`config.mk`:
```
export PLATFORM = sky130hd
export DESIGN_NAME = pipelined_prefix_adder
export DESIGN_NICKNAME = d
export VERILOG_FILES = /design/src/rtl/pipelined_prefix_adder.sv
export SDC_FILE = /design/constraint.sdc
export NUM_CORES = 1
export LEC_CHECK = 0
export BUFFER_PORTS_ARGS = -buffer_cell sky130_fd_sc_hd__buf_2
export CAP_MARGIN = 5
export CORE_MARGIN = 2
export CORE_UTILIZATION = 30
export DETAILED_ROUTE_END_ITERATION = 10
export PLACE_DENSITY = 0.43
export SLEW_MARGIN = 10
export SYNTH_ARGS = -nofsm -noshare
export SYNTH_HDL_FRONTEND = slang
export SYNTH_SLANG_ARGS = --single-unit
```
`constraint.sdc`:
```
create_clock -name clk -period 49.3 [get_ports clk]
set_clock_uncertainty 0.15 [all_clocks]
set_input_delay 2.465 -clock clk [delete_from_list [all_inputs] [get_ports clk]]
set_output_delay 2.465 -clock clk [all_outputs]
set_load 0.03 [all_outputs]
```
`src/rtl/pipelined_prefix_adder.sv`:
```
// Pipelined parallel-prefix adder: N-bit a + b + cin with carry-out and signed
// overflow. The carry network is Kogge-Stone (TOPO=0) or Sklansky (TOPO=1),
// with a register bank after every LPS prefix levels (LPS=0: fully
// combinational network) and one output register. All stages advance together
// under a single global stall derived from the output handshake.
module pipelined_prefix_adder #(
  parameter int N    = 32,
  parameter int TOPO = 0,
  parameter int LPS  = 1
) (
  input  logic         clk,
  input  logic         rst,
  input  logic [N-1:0] a,
  input  logic [N-1:0] b,
  input  logic         cin,
  input  logic         in_valid,
  output logic         in_ready,
  output logic [N-1:0] sum,
  output logic         cout,
  output logic         ovf,
  output logic         out_valid,
  input  logic         out_ready
);

  localparam int LOG   = $clog2(N);
  // Guards the modulo below when the network is fully combinational.
  localparam int LPS_S = (LPS == 0) ? 1 : LPS;

  // Global advance: the whole pipe moves unless a result is stuck at the output.
  logic adv;
  assign adv      = !out_valid || out_ready;
  assign in_ready = adv;

  // One generate iteration per prefix level. Each level owns the signals
  // entering it (either straight from the previous level or from a register
  // bank) and produces the combined group generate/propagate for the next.
  for (genvar k = 0; k < LOG; k++) begin : lvl
    logic [N-1:0] g_in;
    logic [N-1:0] p_in;
    logic [N-1:0] pr_in;   // raw a^b, carried along for sum formation
    logic         ci_in;
    logic         v_in;
    logic [N-1:0] g_out;
    logic [N-1:0] p_out;

    if (k == 0) begin : src
      // Bit-level generate/propagate with carry-in folded into bit 0.
      assign pr_in = a ^ b;
      assign p_in  = pr_in;
      assign g_in  = (a & b) | {{(N-1){1'b0}}, pr_in[0] & cin};
      assign ci_in = cin;
      assign v_in  = in_valid;
    end else if ((LPS != 0) && ((k % LPS_S) == 0)) begin : bank
      // Pipeline bank between level k-1 and level k; holds while stalled.
      always_ff @(posedge clk) begin
        // NOTE: sequential state is written with non-blocking assignments so
        // every bank samples its predecessor's pre-edge value.
        if (rst) begin
          // NOTE: only the valid bit is reset; data of an invalid stage is
          // don't-care, so the wide data registers carry no reset.
          v_in <= 1'b0;
        end else if (adv) begin
          v_in  <= lvl[k-1].v_in;
          g_in  <= lvl[k-1].g_out;
          p_in  <= lvl[k-1].p_out;
          pr_in <= lvl[k-1].pr_in;
          ci_in <= lvl[k-1].ci_in;
        end
      end
    end else begin : thru
      assign v_in  = lvl[k-1].v_in;
      assign g_in  = lvl[k-1].g_out;
      assign p_in  = lvl[k-1].p_out;
      assign pr_in = lvl[k-1].pr_in;
      assign ci_in = lvl[k-1].ci_in;
    end

    // Per-bit combine: partner index is fixed by topology and level, -1 means
    // the bit passes through unchanged at this level.
    for (genvar j = 0; j < N; j++) begin : bitc
      localparam int PJ = (TOPO == 0)
                        ? ((j >= (1 << k)) ? (j - (1 << k)) : -1)
                        : ((((j >> k) & 1) == 1) ? (((j >> k) << k) - 1) : -1);
      if (PJ >= 0) begin : comb
        assign g_out[j] = g_in[j] | (p_in[j] & g_in[PJ]);
        assign p_out[j] = p_in[j] & p_in[PJ];
      end else begin : pass
        assign g_out[j] = g_in[j];
        assign p_out[j] = p_in[j];
      end
    end

    // Group propagate of the last level feeds nothing; sink it explicitly.
    if (k == LOG - 1) begin : sink
      logic unused_p;
      assign unused_p = ^p_out;
    end
  end

  // Signals leaving the prefix network: c_f[i] is the carry out of bit i.
  logic [N-1:0] c_f;
  logic [N-1:0] pr_f;
  logic         ci_f;
  logic         v_f;

  if (LPS != 0) begin : fin_bank
    // Final bank after the last prefix level (may cover fewer than LPS levels).
    always_ff @(posedge clk) begin
      if (rst) begin
        v_f <= 1'b0;
      end else if (adv) begin
        v_f  <= lvl[LOG-1].v_in;
        c_f  <= lvl[LOG-1].g_out;
        pr_f <= lvl[LOG-1].pr_in;
        ci_f <= lvl[LOG-1].ci_in;
      end
    end
  end else begin : fin_comb
    assign v_f  = lvl[LOG-1].v_in;
    assign c_f  = lvl[LOG-1].g_out;
    assign pr_f = lvl[LOG-1].pr_in;
    assign ci_f = lvl[LOG-1].ci_in;
  end

  // Sum bit i uses the carry into bit i, which is the carry out of bit i-1.
  logic [N-1:0] sum_d;
  assign sum_d = pr_f ^ {c_f[N-2:0], ci_f};

  // Output register: results only change on advance, so they hold during a stall.
  always_ff @(posedge clk) begin
    if (rst) begin
      out_valid <= 1'b0;
      sum       <= '0;
      cout      <= 1'b0;
      ovf       <= 1'b0;
    end else if (adv) begin
      out_valid <= v_f;
      sum       <= sum_d;
      cout      <= c_f[N-1];
      ovf       <= c_f[N-1] ^ c_f[N-2];
    end
  end

endmodule
```
# Word-level counts from Yosys, hierarchy flattened
# Cells that the tools add are included.
# W data, S select, Z words.
totals:
  out_inout_bits: 36
  mem_bits_ro: 0
  word_cells: 409
  mem_count: 0
  reg_bits: 493
  ram_bits: 0
  latchBits: 0
op_classes:
  muxes: 0
  n_shift: 0
  addsub: 0
  div: 0
  n_lt_le_gt_ge: 0
  bitwise: 378
  n_reduce_logical: 3
  eq_ne: 0
  n_mul: 0
ops:
  columns: ["operator", "count"]
  rows:
  - ["$and A1 B1 Y1", 243]
  - ["$or A1 B1 Y1", 129]
  - ["$xor A32 B32 Y32", 2]
  - ["$and A32 B32 Y32", 1]
  - ["$or A32 B1 Y32", 1]
  - ["$reduce_and A2 Y1", 1]
  - ["$logic_not A1 Y1", 1]
  - ["$logic_or A1 B1 Y1", 1]
  - ["$not A1 Y1", 1]
  - ["$xor A1 B1 Y1", 1]

# Depth between registers and ports, before layout
# Gate-level depths: netlist of run 1.
logic_depth:
  ltp_word: 5
  depth_mapped: 6
  mapped_depth_nobuf: 4

# Least setup slack after synthesis of run 1
# No wires, ideal clock.
synth_timing:
  path_kind: "input -> register"
  start: "input rst"
  end: "register c_f[0], enable pin"
  arrival_ns: 20.294
  slack_ns: 27.635
  setup_ns: 1.221
  cell_stages: 3
  cell_sequence: "clkbuf_1 buf_2 nor2_1"
synth_via:
  elab_chain_cells: 2
synth_lines:
  columns: ["element", "line", "rtl"]
  rows:
  - ["start: declaration", "12", "input logic rst,"]
  - ["$not A1 Y1 (no line)", null, null]
  - ["$reduce_and A2 Y1 (no line)", null, null]
  - ["end signal: assignment", "113", "c_f <= lvl[LOG-1].g_out;"]
  - ["end: declaration", "101", "logic [N-1:0] c_f;"]
# No other way between the ends.
# A chain may end at the register's enable or synchronous reset.

# Worst setup path in the final report of run 1
layout_timing:
  start: "input out_ready"
  end: "output in_ready"
layout_via:
  elab_chain_cells: 1
layout_lines:
  columns: ["element", "line", "rtl"]
  rows:
  - ["start: declaration", "22", "input logic out_ready"]
  - ["$logic_or A1 B1 Y1", "31", "assign adv = !out_valid || out_ready;"]
  - ["end: declaration", "17", "output logic in_ready,"]
# No other way between the ends.

==> impl_summary.md, run 1 <==
Status
The run finished with clean final reports.

Yosys
Of the total synthesized cell area, the portion taken by AND, OR, NAND and NOR gates is 5.02%. Counting flops with an async set or reset pin after synthesis yields a share of 0%. After synthesis, the largest family of logic cells by area is compound AO/OA/AOI/OAI gates. The synthesized netlist devotes 2.42% of its cell area to adder and majority cells. The register bit count reported by yosys is approximately 460. The most instantiated library cell after synthesis is edfxtp_1. The synthesized area divided by synthesized cell count is 19.3 um^2. The number of warnings printed during yosys synthesis is 0. Among all flip-flop cells after synthesis, the most frequent one is edfxtp_1. Sorting the synthesized cells by area gives the leading types as edfxtp_1 77%, a21o_1 5.9%, dfxtp_1 4.8%.

After synthesis, flip-flops and latches occupy 81.5% of the total area. The number of distinct standard cells referenced by the synthesized netlist is 18. The synthesized netlist devotes 8.56% of its cell area to compound gates.

The number of synthesized flops with an enable pin is 423. Of the total synthesized cell area, the portion taken by XOR and XNOR cells is 1.74%. In the synthesized netlist, the number of instances is ~860.

The share of synthesized area in the top cell type comes to about three quarters. The commonest cells after synthesis are 423 x edfxtp_1, 130 x a21o_1, 98 x and2_1. The number of nets handed over by synthesis was 959. The cell taking the most area after synthesis is edfxtp_1. The share of cell area taken by muxes after synthesis is 0%. The netlist area before placement is 16,600 um^2.

Placement
In this run the tool buffered the top-level ports with around 100 buffer cells. The placed instances occupy a cell area of approximately 18,000 um^2. At the placement stage, the worst setup path has a slack of 42.98 ns. At the end of routability-driven placement, the weighted congestion stood at 0.683. Detailed placement finished with a half-perimeter wire length of 20,300 um.

Min path
The worst hold path class is reg2reg. Counting instances, the worst hold path has a depth of 0.

Global routing
Global routing used 10.8% of the available tracks across all layers. Entering global routing, the biggest net connects 195 pins. The initial antenna violation count came to 3. The remaining global-route overflow is 0. The first-pass GRT wire length is 46,300 um.

The via count of the first global-routing pass is between 7,000 and 8,000.

Timing
The worst relative slew slack is a little over a quarter. Setup repair after global routing left no endpoint under its margin. Setup violations remaining at the end of the flow were counted as 0. The final-report max-slew violation count is 0. Timing would allow up to 0.166 GHz. The least setup slack across all paths after layout is 43.28 ns. Setup total negative slack on the finished layout was measured at 0 ns. The final hold violation count came to 0. Hold timing on the final database bottoms out at a slack of 0.265 ns. The worst path uses 12.2% of the clock period. The minimum clock period after layout is ~6.0 ns. At the pin with the least slew margin, the transition time is 1.10 ns.

Detailed routing
The routed wire length is 30,300 um. The final antenna-violating net count is 0. The number of remaining DRC errors is 0. Dividing the detail-routed wire length by the instance count gives roughly 17 um. The detailed router finished its first iteration with 543 violations. The detailed-route via count is 7,276. Dividing the detail-routed via count by the number of cells gives between 4 and 5. The first-pass iteration count of the detailed router is 4.

Final layout
After routing the design area is 19,400 um^2. The area added between synthesis and finish is 17.4%. The net count of the finished layout is 1,106. The sequential cells in the finished layout cover a total of 13,500 um^2. The multi-input gate area in the final layout is 2950 um^2.

Of the cells placed in the final design, the portion with a size suffix greater than 1 is 21.1%. The number of antenna diodes is 0. The count of fill cells added during filler insertion is 5,180.

Clocking
In this run the number of H-tree levels came out at 2. The number of hold buffers added after cts is 0. The CTS tree is built.

The number of instances resized during post-cts repair is 0. No sink is reached through more buffers than the 3 on the longest clock path. The number of clock sinks seen by CTS is between 400 and 500. The library cell used as clock root buffer is clkbuf_16. The clock-pin slew on the worst setup and hold paths is approximately 0.060 ns.

The CTS buffer count is between 40 and 50. For the worst-skew pair, the clock arrives at the later sink with an insertion delay of 0.57 ns. Post-CTS timing repair inserted 0 buffers for setup.

Die
Measured along the x axis, the die boundary spans approximately 240 um. The core box area is 54,900 um^2. 105 I/O pins were placed.

From bottom edge to top edge, the die measures 239 um. The floorplan step defined a die boundary enclosing 57,100 um^2. The starting density of the core is 30.2%.

The number of cell rows is 86.

Worst setup path
The largest individual stage delay along the critical path comes from the cell nor2b_4. The setup path with the least slack is of type in2out. The worst setup path is captured at a primary output. Of all nets on the critical path, the largest fanout is 73. Traced cell by cell, the critical path runs through buf_2 -> nor2b_4 -> inv_8 -> buf_2.

Counting cells, the worst reg-to-reg path comes to 5. The arrival time at the worst endpoint is 3.40 ns. The required time of the critical path is 46.69 ns. The critical path's largest stage delay is 0.30 ns. The launching element type of the critical path is an input port. By instance count, the cell type seen most on the critical path is buf_2.

Power and ir drop
Across the VDD grid, the largest voltage drop is 0.0209 mV. The cell area power density is 44.7 nW/um^2. In this run the static leakage power is 7.41 nW.

Run
The max-cap violation count is 0.
-- registers in the layout (all words and copies together), names as in the netlist, 4 cells and up --
| signal | cells |
|---|---|
| lvl.g_in | 128 |
| lvl.v_in | 4 |
| lvl.ci_in | 4 |
| lvl.pr_in | 124 |
| c_f | 32 |
| pr_f | 32 |
| sum | 32 |
| lvl.p_in | 102 |
-- cell usage in the layout (no fill, tap or decap) --
master	instances
a211oi_2	33
a21o_1	130
a21oi_1	6
and2_1	98
buf_12	1
buf_2	104
buf_4	4
bufinv_16	4
clkbuf_1	14
clkbuf_16	51
clkinv_1	8
clkinv_2	8
dfxtp_1	40
edfxtp_1	423
ha_1	32
inv_6	2
inv_8	1
nand2_1	12
nor2_1	25
nor2_2	10
nor2_4	1
nor2b_4	1
xnor2_1	33
-- critical path: cells and delay by family --
family / cells / cell delay [ns]
simple gates: 1 / 0.30
buf+inv: 3 / 0.62
-- per-stage QoR --
stage | total power, mW | util (%) | instances
after floorplan | 0.515 | - | 858
after global placement | 0.526 | 32.6 | 1658
after detailed placement | 0.527 | 32.6 | 1658
after CTS | 0.886 | 35.4 | 1745
after global routing | 0.906 | 35.4 | 1745
final | 0.870 | 35.4 | 1745
-- worst paths after layout --
check,from,endpoint,slack [ns]
worst min register to register,lvl[2].pr_in[3],lvl[3].pr_in[3],0.26
worst max register to register,out_valid,lvl[4].pr_in[25],45.53
worst max-delay path,out_ready,in_ready,43.28
worst min-delay path,lvl[2].pr_in[3],lvl[3].pr_in[3],0.26
-- where the power goes --
group,internal (mW),switching [mW],leakage (nW),total [mW]
clock,0.209,0.144,0.754,0.354
combinational,0.0172,0.0246,2.16,0.0419
sequential,0.461,0.0138,4.50,0.474
total,0.687,0.183,7.41,0.870
-- logic make-up after synthesis --
group           Yosys count
compound gates          169
xor+xnor                 33
fa+ha+maj                32
buf+inv                  14
flops                   463
simple gates            147
-- layout make-up --
type | count | area share [%]
clock buffers | 65 | 6.83
flip-flops and latches | 463 | 69.4
clock inverters | 22 | 1.07
repair buffers | 109 | 2.93
inverters | 1 | 0.0579
well taps | 704 | 4.53
multi-input cells | 381 | 15.2
-- metal layers --
layer / part of all wire (%) / vias up / GRT usage, %
met2: 46 / 116 / 17.2
met1: 47 / 3538 / 14.7
met5: 0 / - / 0
li1: - / 3572 / -
met3: 4.3 / 50 / 2.56
met4: 2.2 / 0 / 3.31
Note: power is estimated with default switching activity, not from simulation.
==> inputs of run 2 (changes only) <==
- clock period: 49.3 -> 5.6 ns (I/O delays scaled with it)
==> run 2 against run 1 <==
Via count up 5.4%. Combinational power rose to 11 times the previous value. Final cell count up 6.1%. Power rose to 9.0 times the previous value. Critical path type is now reg2reg.
==> impl_summary.md, run 2 (synthesis gave the netlist of run 1 again) <==
Detailed routing
Wires add up to ~31,000 um. After detailed routing, the average wire length per cell comes to approximately 17 um. In the routed design, unresolved DRC markers number 0. The final antenna-violating net count is 0. The average via count per standard cell is 4.14. The first detailed-routing pass took 4 iterations. For this block, the initial DRC count from the detailed router was 524.

The detailed-route via count is 7,668.

Global routing
The total overflow left after global routing is 0. The via count of the first global-routing pass was 8,163. The initial antenna violation count is 0. For this run, global-route usage on met2 was measured as 17.8%. The maximum number of pins on one net before global-route repair is 174. Global routing consumed, over all layers together, 11.1% of the routing resources. The global routing stage identified its most utilized layer as met2.

The met3 global-route usage is ~2.0%. The first-pass GRT wire length is 48,100 um. The met1 capacity usage during global routing is between 10% and 20%.

Clocking
TritonCTS built the clock tree. The number of clock sinks seen by CTS is roughly 460. The CTS buffer count is 50. The number of instances resized during post-cts repair is 0. After clock tree synthesis, the clock-pin slew on the worst setup and hold paths is 0.06 ns. The H-tree was split into 2 levels. The library cell used as clock root buffer is clkbuf_16. The worst-skew pair later-pin latency is roughly 0.57 ns. The clock passes through at most 3 buffers.

Placement
Routability-driven placement finished with a final weighted congestion of 0.679. Summing all placed instances gives a cell area of 17,900 um^2. The number of input and output port buffers inserted is 104.

Summed over all nets, the half-perimeter wirelength after detailed placement is 20,300 um.

Die
For this design the top-level I/O count stands at 105. The floorplan has between 80 and 90 rows. Measured along the y axis, the die boundary spans 239 um. The die footprint is roughly 57,000 um^2. The initial utilization of the core area, before any placement, comes to 30.2%. In this run the horizontal extent of the chip is ~240 um. The core box area is 54,900 um^2.

Final layout
In the final layout, the registers with the most flip-flops are lvl.g_in x128, lvl.pr_in x124, lvl.p_in x102. The flip-flop count of the largest register, all copies and words added is 128. The most common library cell in the layout ignoring fill and taps is edfxtp_1. The proportion of layout cells with a drive suffix above 1 is 19.9%. The number of antenna diodes in the final layout is 0. The net count of the finished layout is approximately 1,200. Compared with the post-synthesis result, the final layout area differs by 24.2%. The final instance area is between 20,000 and 25,000 um^2. Leaving out fill and tap cells, the most frequent cells in the layout are 423 x edfxtp_1, 130 x a21o_1, 104 x buf_2, 102 x dlygate4sd3_1, 98 x and2_1. Counting flops per register, the top entry is lvl.g_in.

Timing
Measured against its own limit, the worst slew margin works out to 33.2%. For the pin with the worst max-slew slack, the measured transition is 1.00 ns. The minimum clock period after layout is between 2 and 2.5 ns. The final-report max-slew violation count is 0.

Setup violations remaining at the end of the flow were counted as 0. The share of the clock period used by the worst path after layout is 40.4%. For this run, the top clock speed supported by timing is 0.442 GHz. The worst-case hold slack is 0.0185 ns.

Setup repair after global routing left no endpoint under its margin. The final hold violation count is 0.

Worst setup path
Traced cell by cell, the critical path runs through nor2b_4 -> nor2_4 -> buf_12. The peak fanout along the critical path is approximately 170. The critical path's largest stage delay is 0.61 ns. The sum of buffers and inverters on the critical path is 1. The required time of the critical path is between 5 and 6 ns. The type of destination of the critical path is a register. The launching element type of the critical path is a register.

The critical path's top delay family is buffers and inverters. The arrival time at the worst endpoint is about 2.3 ns. The worst setup path is of the reg2reg kind. The master of the slowest instance on the critical path is buf_12.

Power and ir drop
The cell area power density is between 300 and 400 nW/um^2. Across the VDD grid, the largest voltage drop is 0.216 mV. The standby leakage power is 7.89 nW.

Min path
The worst hold path class is in2reg.

Run
Max-cap violations in this run came to 0.

Status
The run finished with clean final reports.
[run 2: worst paths after layout]
kind                          from          endpoint  slack [ns]  cells after the start
setup / recovery         out_valid   lvl[3].g_in[21]        3.34                      3
hold / removal               a[20]   lvl[1].g_in[20]        0.02                      3
setup reg to reg         out_valid   lvl[3].g_in[21]        3.34                      3
hold reg to reg   lvl[1].pr_in[10]  lvl[2].pr_in[10]        0.26                      0
[run 2: stage by stage]
stage | setup TNS [ns] | setup slack (ns) | power [mW] | utilization [%] | cells
after global placement | 0 | 3.10 | 4.63 | 32.7 | 1658
after floorplan | -777.29 | -1.84 | 4.47 | - | 858
final | 0 | 3.34 | 7.85 | 37.5 | 1851
after CTS | 0 | 3.31 | 7.97 | 37.5 | 1851
after global routing | 0 | 3.23 | 8.16 | 37.5 | 1851
after detailed placement | 0 | 3.07 | 4.64 | 32.7 | 1658
[run 2: where the power goes]
group          internal [mW]  switching, mW
clock                   1.91           1.32
combinational          0.215          0.229
sequential              4.05          0.124
[run 2: worst register-to-register path: stages (launching register included)]
cell and delay [ns]:
dfxtp_4 0.33, nor2b_4 0.17, nor2_4 0.37, buf_12 0.61
[run 2: metal layers]
metal	vias up	part of all wire, %
met5	-	0
li1	3778	-
met3	61	3.3
met4	0	2.7
met1	3709	47
met2	120	47
[run 2: cell type report]
class                   count  area, um^2
well taps                 704         881
repair buffers            211        1620
inverters                   1        11.3
multi-input cells         381        2950
clock inverters            29         254
flip-flops and latches    463       13500
clock buffers              62        1360
fillers                  5121       34300
[run 2: timing repair]
| item | CTS | global route |
|---|---|---|
| setup buffers | 0 | 0 |
| endpoints found under the hold margin | 71 | 0 |
| hold buffers | 102 | 0 |
